### config.mk
export PLATFORM = sky130hd
export DESIGN_NAME = debug_spi_master
export DESIGN_NICKNAME = d
export VERILOG_FILES = /design/src/rtl/debug_spi_master_pkg.sv /design/src/rtl/debug_spi_master_shift_reg.sv /design/src/rtl/debug_spi_master.sv
export SDC_FILE = /design/constraint.sdc
export NUM_CORES = 1
export LEC_CHECK = 0
export CAP_MARGIN = 15
export CORE_UTILIZATION = 55
export CTS_BUF_LIST = sky130_fd_sc_hd__clkbuf_4
export DETAILED_ROUTE_END_ITERATION = 12
export PLACE_DENSITY_LB_ADDON = 0.12
export SETUP_SLACK_MARGIN = 0.15
export SLEW_MARGIN = 20
export SYNTH_ARGS = -nofsm -noshare
export SYNTH_HDL_FRONTEND = slang
export SYNTH_SLANG_ARGS = --single-unit
export TNS_END_PERCENT = 30
### constraint.sdc
create_clock -name i_clk -period 2.49 [get_ports i_clk]
set_input_delay 0.6225 -clock i_clk [delete_from_list [all_inputs] [get_ports i_clk]]
set_output_delay 0.6225 -clock i_clk [all_outputs]
set_load 0.02 [all_outputs]
### src/rtl/debug_spi_master_pkg.sv
// Shared definitions for the debug SPI master: FSM encoding, slave targets and defaults.
package debug_spi_master_pkg;

  typedef enum logic [2:0] {
    ST_IDLE  = 3'd0,
    ST_SETUP = 3'd1,
    ST_HIGH  = 3'd2,
    ST_LOW   = 3'd3,
    ST_HOLD  = 3'd4
  } state_e;

  localparam int NB_CS = 4;

  localparam logic [1:0] TGT_FETCH  = 2'd0;
  localparam logic [1:0] TGT_DECODE = 2'd1;
  localparam logic [1:0] TGT_EXEC   = 2'd2;
  localparam logic [1:0] TGT_MEM    = 2'd3;

  localparam int CLK_DIV_DEFAULT = 4;

endpackage

### src/rtl/debug_spi_master_shift_reg.sv
// SPI shift register: parallel-load MSB-first TX shifter plus serial-in RX shifter.
module debug_spi_master_shift_reg #(
  parameter int NB_BITS = 32
) (
  input  logic               i_clk,
  input  logic               i_rst,
  input  logic               load,
  input  logic [NB_BITS-1:0] load_data,
  input  logic               shift_tx,
  input  logic               shift_rx,
  input  logic               rx_bit,
  output logic               tx_msb,
  output logic [NB_BITS-1:0] rx_word
);

  logic [NB_BITS-1:0] tx_q;
  logic [NB_BITS-1:0] rx_q;

  // NOTE: both shifters are plain registers, not RAM, so resetting them costs nothing and keeps MOSI defined.
  always_ff @(posedge i_clk or negedge i_rst) begin
    if (!i_rst) begin
      tx_q <= '0;
      rx_q <= '0;
    end else begin
      if (load)
        tx_q <= load_data;
      else if (shift_tx)
        tx_q <= {tx_q[NB_BITS-2:0], 1'b0};
      if (shift_rx)
        rx_q <= {rx_q[NB_BITS-2:0], rx_bit};
    end
  end

  assign tx_msb  = tx_q[NB_BITS-1];
  assign rx_word = rx_q;

endmodule

### src/rtl/debug_spi_master.sv
// Debug SPI master (mode 0): one full-duplex NB_BITS transfer per command to one pipeline-stage slave.
module debug_spi_master
  import debug_spi_master_pkg::*;
#(
  parameter int NB_BITS = 32,
  parameter int NB_CS   = debug_spi_master_pkg::NB_CS,
  parameter int CLK_DIV = CLK_DIV_DEFAULT,
  parameter int NB_DIV  = 8
) (
  input  logic               i_clk,
  input  logic               i_rst,
  input  logic               i_start,
  input  logic [1:0]         i_target,
  input  logic [NB_BITS-1:0] i_tx_data,
  input  logic               i_MISO,
  output logic               o_SCLK,
  output logic               o_MOSI,
  output logic [NB_CS-1:0]   o_SPI_cs,
  output logic [NB_BITS-1:0] o_rx_data,
  output logic               o_busy,
  output logic               o_done
);

  localparam int NB_BCNT = $clog2(NB_BITS);

  state_e              state, next_state;
  logic [NB_DIV-1:0]   div_cnt;
  logic [NB_BCNT-1:0]  bit_cnt;
  logic [NB_CS-1:0]    cs_q;
  logic                sclk_q;
  logic                done_q;
  logic [NB_BITS-1:0]  rx_data_q;
  logic                tick;
  logic                load;
  logic                shift;
  logic                tx_msb;
  logic [NB_BITS-1:0]  rx_word;

  assign tick = (div_cnt == '0);

  // NOTE: every output of this block gets a default first, so no path leaves a value held and no latch is inferred.
  always_comb begin
    next_state = state;
    load       = 1'b0;
    shift      = 1'b0;
    case (state)
      ST_IDLE:  if (i_start) begin
                  next_state = ST_SETUP;
                  load       = 1'b1;
                end
      ST_SETUP: if (tick) next_state = ST_HIGH;
      ST_HIGH:  if (tick) begin
                  next_state = ST_LOW;
                  shift      = 1'b1;
                end
      ST_LOW:   if (tick) next_state = (bit_cnt == '0) ? ST_HOLD : ST_HIGH;
      ST_HOLD:  if (tick) next_state = ST_IDLE;
      default:  next_state = ST_IDLE;
    endcase
  end

  // NOTE: sequential state uses non-blocking assignments so all registers update from pre-edge values.
  always_ff @(posedge i_clk or negedge i_rst) begin
    if (!i_rst) state <= ST_IDLE;
    else        state <= next_state;
  end

  always_ff @(posedge i_clk or negedge i_rst) begin
    if (!i_rst) begin
      div_cnt   <= NB_DIV'(CLK_DIV - 1);
      bit_cnt   <= '0;
      cs_q      <= '0;
      sclk_q    <= 1'b0;
      done_q    <= 1'b0;
      rx_data_q <= '0;
    end else begin
      if (next_state != state)
        div_cnt <= NB_DIV'(CLK_DIV - 1);
      else if (!tick)
        div_cnt <= div_cnt - 1'b1;

      if (load)
        bit_cnt <= NB_BCNT'(NB_BITS - 1);
      else if (state == ST_LOW && tick && bit_cnt != '0)
        bit_cnt <= bit_cnt - 1'b1;

      if (load)
        cs_q <= NB_CS'(1) << i_target;
      else if (state == ST_HOLD && tick)
        cs_q <= '0;

      // Registered so SCLK is a clean flop output rather than a state decode.
      sclk_q <= (next_state == ST_HIGH);
      done_q <= (state == ST_HOLD && tick);

      if (state == ST_HOLD && tick)
        rx_data_q <= rx_word;
    end
  end

  // TX shifts and MISO is captured on the same edge: the last HIGH cycle ends as LOW begins.
  debug_spi_master_shift_reg #(.NB_BITS(NB_BITS)) u_shift_reg (
    .i_clk     (i_clk),
    .i_rst     (i_rst),
    .load      (load),
    .load_data (i_tx_data),
    .shift_tx  (shift),
    .shift_rx  (shift),
    .rx_bit    (i_MISO),
    .tx_msb    (tx_msb),
    .rx_word   (rx_word)
  );

  assign o_SCLK    = sclk_q;
  assign o_MOSI    = (state != ST_IDLE) && tx_msb;
  assign o_SPI_cs  = cs_q;
  assign o_rx_data = rx_data_q;
  assign o_busy    = (state != ST_IDLE);
  assign o_done    = done_q;

endmodule

After elaboration in Yosys (flattened, before gate mapping)
Cells that the tools add are included.
Widths: inputs -> output; s select.

storage, ports and cells
  bits in registers = 118
  output and inout port bits = 40
  input bits = 38

cells by class
  reduce and logical (&&, ||, !) cells = 12
  shift-type cells = 1
  multiplexer cells = 19
  $add $sub $neg = 2
  eq/ne operators = 7

operators by type and width
  kind                 number
  $mux 32              2
  $mux 3               6
  $mux 8               2
  $pmux 3 s5           1
  $mux 5               2
  $eq 3x2->1 const B   3
  $logic_not 8->1      1
  $mux 4               2
  $sub 8x1->8 const B  1
  $reduce_bool 2->1    3
  $logic_not 5->1      1
  $reduce_bool 5->1    1
  $sub 5x1->5 const B  1
  $logic_and 1x1->1    4
  $mux 1               4
  $shl 1x2->4 const A  1
  $eq 3x1->1 const B   1
  $eq 3x3->1 const B   1
  $logic_not 3->1      1
  $ne 3x3->1           1
  $reduce_bool 3->1    1
  $ne 2x1->1 const B   1

Depth between registers and ports, before layout
Gate-level depths: netlist of the first run.

  depth in word-level cells = 6
  gate-level depth with buffers = 8
  mapped depth without buffers = 6

Cells and area by module
A second synthesis of the first run with hierarchy kept.

second synthesis, totals
  cells, all modules = 395
  area total of the unflattened synthesis = 5311.3 um^2

modules (own cells, without submodules)
  module                      area an instance (um^2)  seq. area each (um^2)  times used  cells each
  debug_spi_master_shift_reg  2839.0                   1601.5                 1           207
  debug_spi_master            2472.4                   1353.8                 1           188

Worst setup path before layout of the first run
No wires, ideal clock.

  path type = register -> register
  start point = reg div_cnt[0]
  end point = reg u_shift_reg.tx_q[10]
  path buffers = 2
  cell stages (with the launch flop) = 9
  arrival time = 2085 ps
  data required time = 2349 ps
  period minus slack after synthesis = 2226 ps
  path slack = 264 ps
  path through = dfstp_2 -> inv_1 -> ha_1 -> or3b_2 -> or4_1 -> buf_4 -> buf_6 -> nand2_1 -> a31oi_1

on the way
  longest elaborated chain between the ends = 4

RTL lines
  what                                RTL line                          source
  start, declared                     debug_spi_master.sv:27            logic [NB_DIV-1:0] div_cnt;
  start signal, assigned              debug_spi_master.sv:70            div_cnt <= NB_DIV'(CLK_DIV - 1);
  start signal, assigned              debug_spi_master.sv:78            div_cnt <= NB_DIV'(CLK_DIV - 1);
  start signal, assigned              debug_spi_master.sv:80            div_cnt <= div_cnt - 1'b1;
  $logic_not 8->1                     debug_spi_master.sv:39            assign tick = (div_cnt == '0);
  $mux 1                              debug_spi_master.sv:52            ST_HIGH: if (tick) begin
  $mux 1                              debug_spi_master.sv:46            case (state)
  $reduce_bool 2->1 (no source line)  --
  end signal, assigned                debug_spi_master_shift_reg.sv:26  tx_q <= load_data;
  end signal, assigned                debug_spi_master_shift_reg.sv:28  tx_q <= {tx_q[NB_BITS-2:0], 1'b0};
  end, declared                       debug_spi_master_shift_reg.sv:16  logic [NB_BITS-1:0] tx_q;

No other way between the ends.
A chain may end at the register's enable or synchronous reset.

Worst setup path in the final report of the first run
  start point = reg state[0]
  end point = out o_MOSI

on the way
  longest elaborated chain between the ends = 2

RTL lines
  what                    RTL line                 source
  start, declared         debug_spi_master.sv:26   state_e state, next_state;
  start signal, assigned  debug_spi_master.sv:65   else state <= next_state;
  $reduce_bool 3->1       debug_spi_master.sv:115  assign o_MOSI = (state != ST_IDLE) && tx_msb;
  $logic_and 1x1->1       debug_spi_master.sv:115
  end, declared           debug_spi_master.sv:17   output logic o_MOSI,

No other way between the ends.

==> results of run 1 <==
## layer usage
metal	vias up	global-route usage [%]
li1	1846	-
met1	1844	30.0
met2	103	34.7
met3	4	5.04
met4	0	7.13
met5	-	0
## layout by cell type, fill, tap and decap left out, types with 7 or more instances in the layout
master and count:
nand2b_1 7, clkbuf_4 18, a31oi_1 31, nand3_1 9, nand2_1 168, a21oi_1 10
dfrtp_1 116, clkdlybuf4s50_1 74, nor2_1 41, mux2_2 32, buf_4 16
## power groups by stage
stage	clock [W]	combinational [W]	sequential, W
after floorplan	0	0.000801	0.00253
after CTS	0.00144	0.00123	0.00254
after detailed placement	0	0.00124	0.00256
after global routing	0.00152	0.00139	0.00259
after global placement	0	0.00117	0.00255
final	0.00139	0.00124	0.00254
## through the flow
stage	setup WS (ns)	cell area (um^2)	hold WS, ns	instances
CTS	0.0628	6240	0.0751	706
global route	0.127	6280	0.101	707
global placement	0.264	5950	0.471	675
detailed placement	0.202	5950	0.480	675
finish	0.242	6280	0.104	707
floorplan	0.264	5010	0.327	500
## what timing repair did
action / 4_1_cts / 5_1_grt
pin swaps: 0 / 1
gates cloned: 0 / 1
resized for setup: 2 / 4
setup endpoints to repair: 2 / 68
## kinds of logic (layout without fill, tap and decap cells)
kind of cell               count (synthesis)  after routing  share of synthesized area (%)
muxes                                     33             33                           7.39
and+or+nand+nor                          254            254                           22.1
xor gates and xnor gates                   3              3                          0.524
DFF                                      118            118                           58.9
adders and majority gates                  3              3                          0.749
buffers and inverters                     35            134                           3.74
AOI/OAI and AO/OA                         54             54                           6.59
## worst paths after layout
kind	start	to	slack, ns	depth (start not counted)
hold reg to reg	u_shift_reg.rx_word[4]	u_shift_reg.rx_word[4]	0.50	2
hold / removal	i_rst	o_rx_data[24]	0.10	1
max in group asynchronous	i_rst	div_cnt[1]	1.62	2
setup / recovery	state[0]	o_MOSI	0.24	4
min in group i_clk	u_shift_reg.rx_word[4]	u_shift_reg.rx_word[4]	0.50	2
setup reg to reg	div_cnt[0]	o_rx_data[5]	0.30	7
## cell type report
type | instances | area, um^2 | share of cell area, %
Clock buffer | 18 | 135 | 2.15
Timing Repair Buffer | 97 | 985 | 15.7
Sequential cell | 118 | 2960 | 47.1
Inverter | 6 | 22.5 | 0.359
Clock inverter | 13 | 158 | 2.51
Tap cell | 108 | 135 | 2.15
Multi-Input combinational cell | 347 | 1890 | 30.1
## state kept, by name, summed over array words and instances (netlist names)
name and count:
bit_cnt 5, div_cnt 8, o_SCLK 1, o_SPI_cs 4, o_done 1, o_rx_data 32, state 3, u_shift_reg.rx_word 32
u_shift_reg.tx_q 32
==> summary.md, run 1 <==
| Metric | Value |
|---|---|
| Run status | `completed` |
| GRT Total Usage | `21.9%` |
| Max Clock Freq | `0.445 GHz` |
| Top delay family on crit path | `flip-flops` |
| Core ar. | `8760 um^2` |
| Grt ovf | `0` |
| Switching portion of total power | `30.9%` |
| Final Hold Viols | `0` |
| PwrDens | `824 nW/um^2` |
| Die Footprint | `9500 um^2` |
| Critical path startpoint category | `flop` |
| Cells after Synth | `500` |
| Crit path buf inv count | `2` |
| Share of cells above drive strength 1 | `15.9%` |
| Ys Warns | `0` |
| Number of synthesized flops with an enable pin | `0` |
| Vias in the first global route | `3,665` |
| Final min period | `2.25 ns` |
| P_int | `0.00357 W` |
| Clk_skew | `around 0.017 ns` |
| Highest metal used | `met4` |
| CP max stage cell | `dfrtp_1` |
| Synth top cells by count | `nand2_1, dfrtp_1, nor2_1` |
| Die H | `97.5 um` |
| Post-synth top area cell | `dfrtp_1` |
| Setup_tns | `0 ns` |
| HPWL after DPL | `6.35 mm` |
| Post-synthesis sequential area ratio | `58.9%` |
| Drt pass-1 iters | `4` |
| Average wire per cell in the routed design | `13.9 um` |
| Top-area cell type share of the netlist area | `57.9%` |
| Slew @ Worst Pin | `~0.52 ns` |
| Critical Path End Type | `output pin` |
| Worst path cell trace | `nor3_2, inv_1, and2_1, clkdlybuf4s15_1` |
| Via count | `3,797` |
| Total CTS buffers | `17` |
| Row count | `34` |
| Crit-path max cell delay | `0.40 ns` |
| Met2 wire len | `4.78 mm` |
| Initial Util | `57.2%` |
| Most instantiated library cell after synthesis | `nand2_1` |
| Boundary Pins | `78` |
| Gate power share | `23.9%` |
| Hold WC Path Type | `in2async` |
| First-pass GRT wire length | `16.7 mm` |
| WP data arrival | `around 1.6 ns` |
| CTS root buffer | `clkbuf_4` |
| Largest cells by area after synthesis | `dfrtp_1, nand2_1, mux2_2, a31oi_1, nor2_1` |
| Post-Syn Nets | `541` |
| Fillcell total | `660` |
| Synth Cell Area | `approximately 5000 um^2` |
| Relative slew margins | `65.3%` |
| Number of synthesized register bits | `118` |
| Clk Latency, worst-skew pair | `0.48 ns` |
| Fin crit share | `between 90% and 100%` |
| Clock power frac | `27.0%` |
| Crit Path Class | `reg2out` |
| Avg Inst Size Synth | `10.0 um^2` |
| Seq pwr share | `between 40% and 50%` |
| Initial antenna violation count | `0` |
| Routed met1 length | `4.51 mm` |
| CP required | `1.87 ns` |
| CTS sink cnt | `118` |
| Setup Viol. Count Final | `0` |
| Pins over their slew limit | `0` |
| DRC viols | `0` |
| CTS max path bufs | `2` |
| Antenna Nets Post-Route | `0` |
| Setup bufs post-CTS | `0` |
| Die W | `around 97 um` |
| VDD IR max | `0.000456 V` |
| Post-Route WL | `about 9.8 mm` |
| Total power | `0.00517 W` |
| Asr flop ratio synth | `100%` |
| Max-cap violations | `0` |
| Nets | `628` |
| Core Util, Final | `71.6%` |
| Dominant synthesized flop cell | `dfrtp_1` |
| Metal3 WL | `455 um` |
| P_sw | `0.00160 W` |
| Iter 0 DRT Violations | `177` |
| Vias/cell | `about 5.4` |
| # diodes | `0` |
| H-Tree Level Count | `4` |
| Worst-path clk slew | `0.11 ns` |
| I/O Buffers | `slightly below 80` |
| Leak | `3.05 nW` |
| Synth unique cells | `41` |
| Synth-to-Final Area Change | `25.2%` |
| Hold-fix buffers, CTS | `0` |
| GPL Wtd Cong | `between 0.8 and 0.9` |
| Worst Path Max Fanout | `2` |
| Largest net degree at the start of global routing | `75` |
| TritonCTS clock tree | `yes` |
| RSZ-0062 raised after global routing | `true` |
No activity file was read; power rests on OpenSTA's default activity.
==> inputs of run 2 (changes only) <==
--- a/config.mk
+++ b/config.mk
@@ -9,7 +9,7 @@
 export CORE_UTILIZATION = 55
 export CTS_BUF_LIST = sky130_fd_sc_hd__clkbuf_4
 export DETAILED_ROUTE_END_ITERATION = 12
-export PLACE_DENSITY_LB_ADDON = 0.12
+export PLACE_DENSITY = 0.86
 export SETUP_SLACK_MARGIN = 0.15
 export SLEW_MARGIN = 20
 export SYNTH_ARGS = -nofsm -noshare
==> run 2 against run 1 <==
Non-clock buffer count grew 2. Wire length grew 8.0%. Critical path type unchanged. Via count is 2.2% higher. Largest power group unchanged. Count of clock-buffer cells in the layout is 1 lower. Maximum frequency increased by 1.1%. Power increased by 2.2%. Clock power increased by 5%.
==> summary.md, run 2 (synthesis results as in run 1) <==
| Metric | Value |
|---|---|
| Core ar. | `8760 um^2 (unchanged)` |
| Grt ovf | `0 (unchanged)` |
| P_int | `0.00358 W (+0.15%)` |
| Iter 0 DRT Violations | `260 (+47%)` |
| Flop2flop setup slack | `0.29 ns (about the same)` |
| CP max stage cell | `dfrtp_1` |
| Crit path buf inv count | `2 (unchanged)` |
| Crit Path Class | `reg2out` |
| Setup Viol. Count Final | `0 (unchanged)` |
| Final Hold Viols | `0 (unchanged)` |
| Max Clock Freq | `0.450 GHz (+1.1%)` |
| Relative slew margins | `66.6% (+1.2 points)` |
| Hold WC Path Type | `in2async` |
| Critical Path End Type | `output pin` |
| Slew @ Worst Pin | `0.501 ns (-0.0186 ns)` |
| Pins over their slew limit | `0 (unchanged)` |
| Clock power frac | `27.6% (+0.6 points)` |
| Largest net degree at the start of global routing | `75 (unchanged)` |
| Final non-filler cell area | `6310 um^2 (+0.54%)` |
| Most frequent cells in the layout | `nand2_1, dfrtp_1, clkdlybuf4s50_1` |
| HPWL after DPL | `6.85 mm (+7.9%)` |
| RSZ-0062 raised after global routing | `false` |
| Worst-path clk slew | `0.11 ns (about the same)` |
| Initial Util | `57.2% (unchanged)` |
| Initial antenna violation count | `1 (+1)` |
| Top delay family on crit path | `flip-flops` |
| Worst Path Max Fanout | `2 (unchanged)` |
| Row count | `34 (unchanged)` |
| Die Footprint | `9500 um^2 (unchanged)` |
| Multi-input logic area | `1890 um^2 (+0.33%)` |
| CTS root buffer | `clkbuf_4` |
| First-pass GRT wire length | `17.6 mm (+5.8%)` |
| Share of cells above drive strength 1 | `16.4% (+0.59 points)` |
| VDD IR max | `0.000399 V (-13%)` |
| Fillcell total | `606 (-8.2%)` |
| Placed inst area | `5950 um^2 (unchanged)` |
| Via count | `3,880 (+2.2%)` |
| DRC viols | `0 (unchanged)` |
| Drt pass-1 iters | `5 (+1)` |
| Antenna Nets Post-Route | `0 (unchanged)` |
| Gate power share | `23.9% (about the same)` |
| GPL Wtd Cong | `0.889 (+11%)` |
| Nets | `630 (+0.32%)` |
| GRT Total Usage | `23.6% (+1.7 points)` |
| Post-Route WL | `10.6 mm (+8.0%)` |
| Total power | `0.00528 W (+2.2%)` |
| Layout Cells excl Fill | `711 (+0.57%)` |
| Boundary Pins | `78 (unchanged)` |
| Vias/cell | `5.46 (+1.6%)` |
| Average wire per cell in the routed design | `14.9 um (+7.4%)` |
| Critical path startpoint category | `flop` |
| Setup_tns | `0 ns (unchanged)` |
| P_sw | `0.00171 W (+6.6%)` |
| Final min period | `2.22 ns (-0.0240 ns)` |
| Placed Cells incl. Taps | `675 (unchanged)` |
| Clk_skew | `0.0154 ns (-0.00141 ns)` |
| Max-cap violations | `0 (unchanged)` |
| Synth-to-Final Area Change | `25.9%` |
| I/O Buffers | `77 (unchanged)` |
| Worst path cell trace | `nor3_4, inv_1, dlygate4sd2_1` |
| Fin crit share | `89.3% (-0.97 points)` |
| Seq pwr share | `48.5% (-0.6 points)` |
| TritonCTS clock tree | `yes` |
| CP required | `1.87 ns (about the same)` |
| Total CTS buffers | `17 (unchanged)` |
| CTS sink cnt | `118 (unchanged)` |
| Leak | `3.06 nW (+0.27%)` |
| Crit-path max cell delay | `0.43 ns (+0.03 ns)` |
| Fin Hold WS | `0.0524 ns (-0.0518 ns)` |
| Die W | `97.5 um (unchanged)` |
| Run status | `completed` |
| Vias in the first global route | `3,850 (+5.0%)` |
| H-Tree Level Count | `4 (unchanged)` |
| Commonest non-fill, non-tap cell in the layout | `nand2_1` |
| Die H | `97.5 um (unchanged)` |
| Clk Latency, worst-skew pair | `0.52 ns (+0.04 ns)` |
| PwrDens | `837 nW/um^2 (+1.6%)` |
| WP data arrival | `1.60 ns (-0.03 ns)` |
| Switching portion of total power | `32.3% (+1.4 points)` |
| Storage cell area | `2960 um^2 (unchanged)` |
| CTS max path bufs | `2 (unchanged)` |
[run 2: final cells by class]
cell class | count | area share (%)
sequential | 118 | 46.8
multi-input combinational | 347 | 30.0
timing repair buffer | 99 | 15.8
clock inverter | 15 | 2.85
tap | 108 | 2.14
clock buffer | 17 | 2.02
inverter | 6 | 0.357
antenna | 1 | 0.0397
[run 2: metrics by stage]
| stage | worst slack [ns] | util [%] |
|---|---|---|
| 2_1_floorplan | 0.264 | - |
| 3_3_place_gp | 0.271 | 67.9 |
| 3_5_place_dp | 0.192 | 67.9 |
| 4_1_cts | 0.0297 | 71.5 |
| 5_1_grt | 0.178 | 72.0 |
| 6_report | 0.267 | 72.0 |
[run 2: power groups by stage]
stage | registers, W | logic, W | clock network [W]
4_1_cts | 0.00255 | 0.00125 | 0.00148
5_1_grt | 0.00261 | 0.00141 | 0.00158
3_3_place_gp | 0.00255 | 0.00116 | 0
3_5_place_dp | 0.00256 | 0.00124 | 0
6_report | 0.00256 | 0.00126 | 0.00146
2_1_floorplan | 0.00253 | 0.000801 | 0
[run 2: worst register-to-register path, cell delays in order (launching register included)]
cell and delay [ns]:
dfstp_2 0.38, inv_1 0.08, ha_1 0.17, or3b_2 0.47, buf_4 0.18, nor4_4 0.46
and3_1 0.25, o21ai_0 0.08
[run 2: worst paths after layout]
check | startpoint | end | depth (start not counted)
hold reg to reg | u_shift_reg.rx_word[31] | u_shift_reg.rx_word[31] | 2
setup / recovery | state[0] | o_busy | 3
min in group i_clk | u_shift_reg.rx_word[31] | u_shift_reg.rx_word[31] | 2
max in group asynchronous | i_rst | o_SPI_cs[3] | 2
setup reg to reg | div_cnt[0] | bit_cnt[3] | 7
hold / removal | i_rst | u_shift_reg.rx_word[25] | 1
[run 2: routing by layer]
metal	track usage (%)	up-vias	share of wire (%)
met1	29.3	1864	42
met5	0	-	0
met3	5.90	28	5.2
met2	38.4	131	50
met4	12.2	0	2.9
li1	-	1857	-
[run 2: what timing repair did]
item,in CTS,in global routing
endpoints found under the setup margin,2,64
hold buffers,0,0
gates resized for setup,4,4
buffers inserted,0,2
gates cloned,0,1
pin swaps,0,1
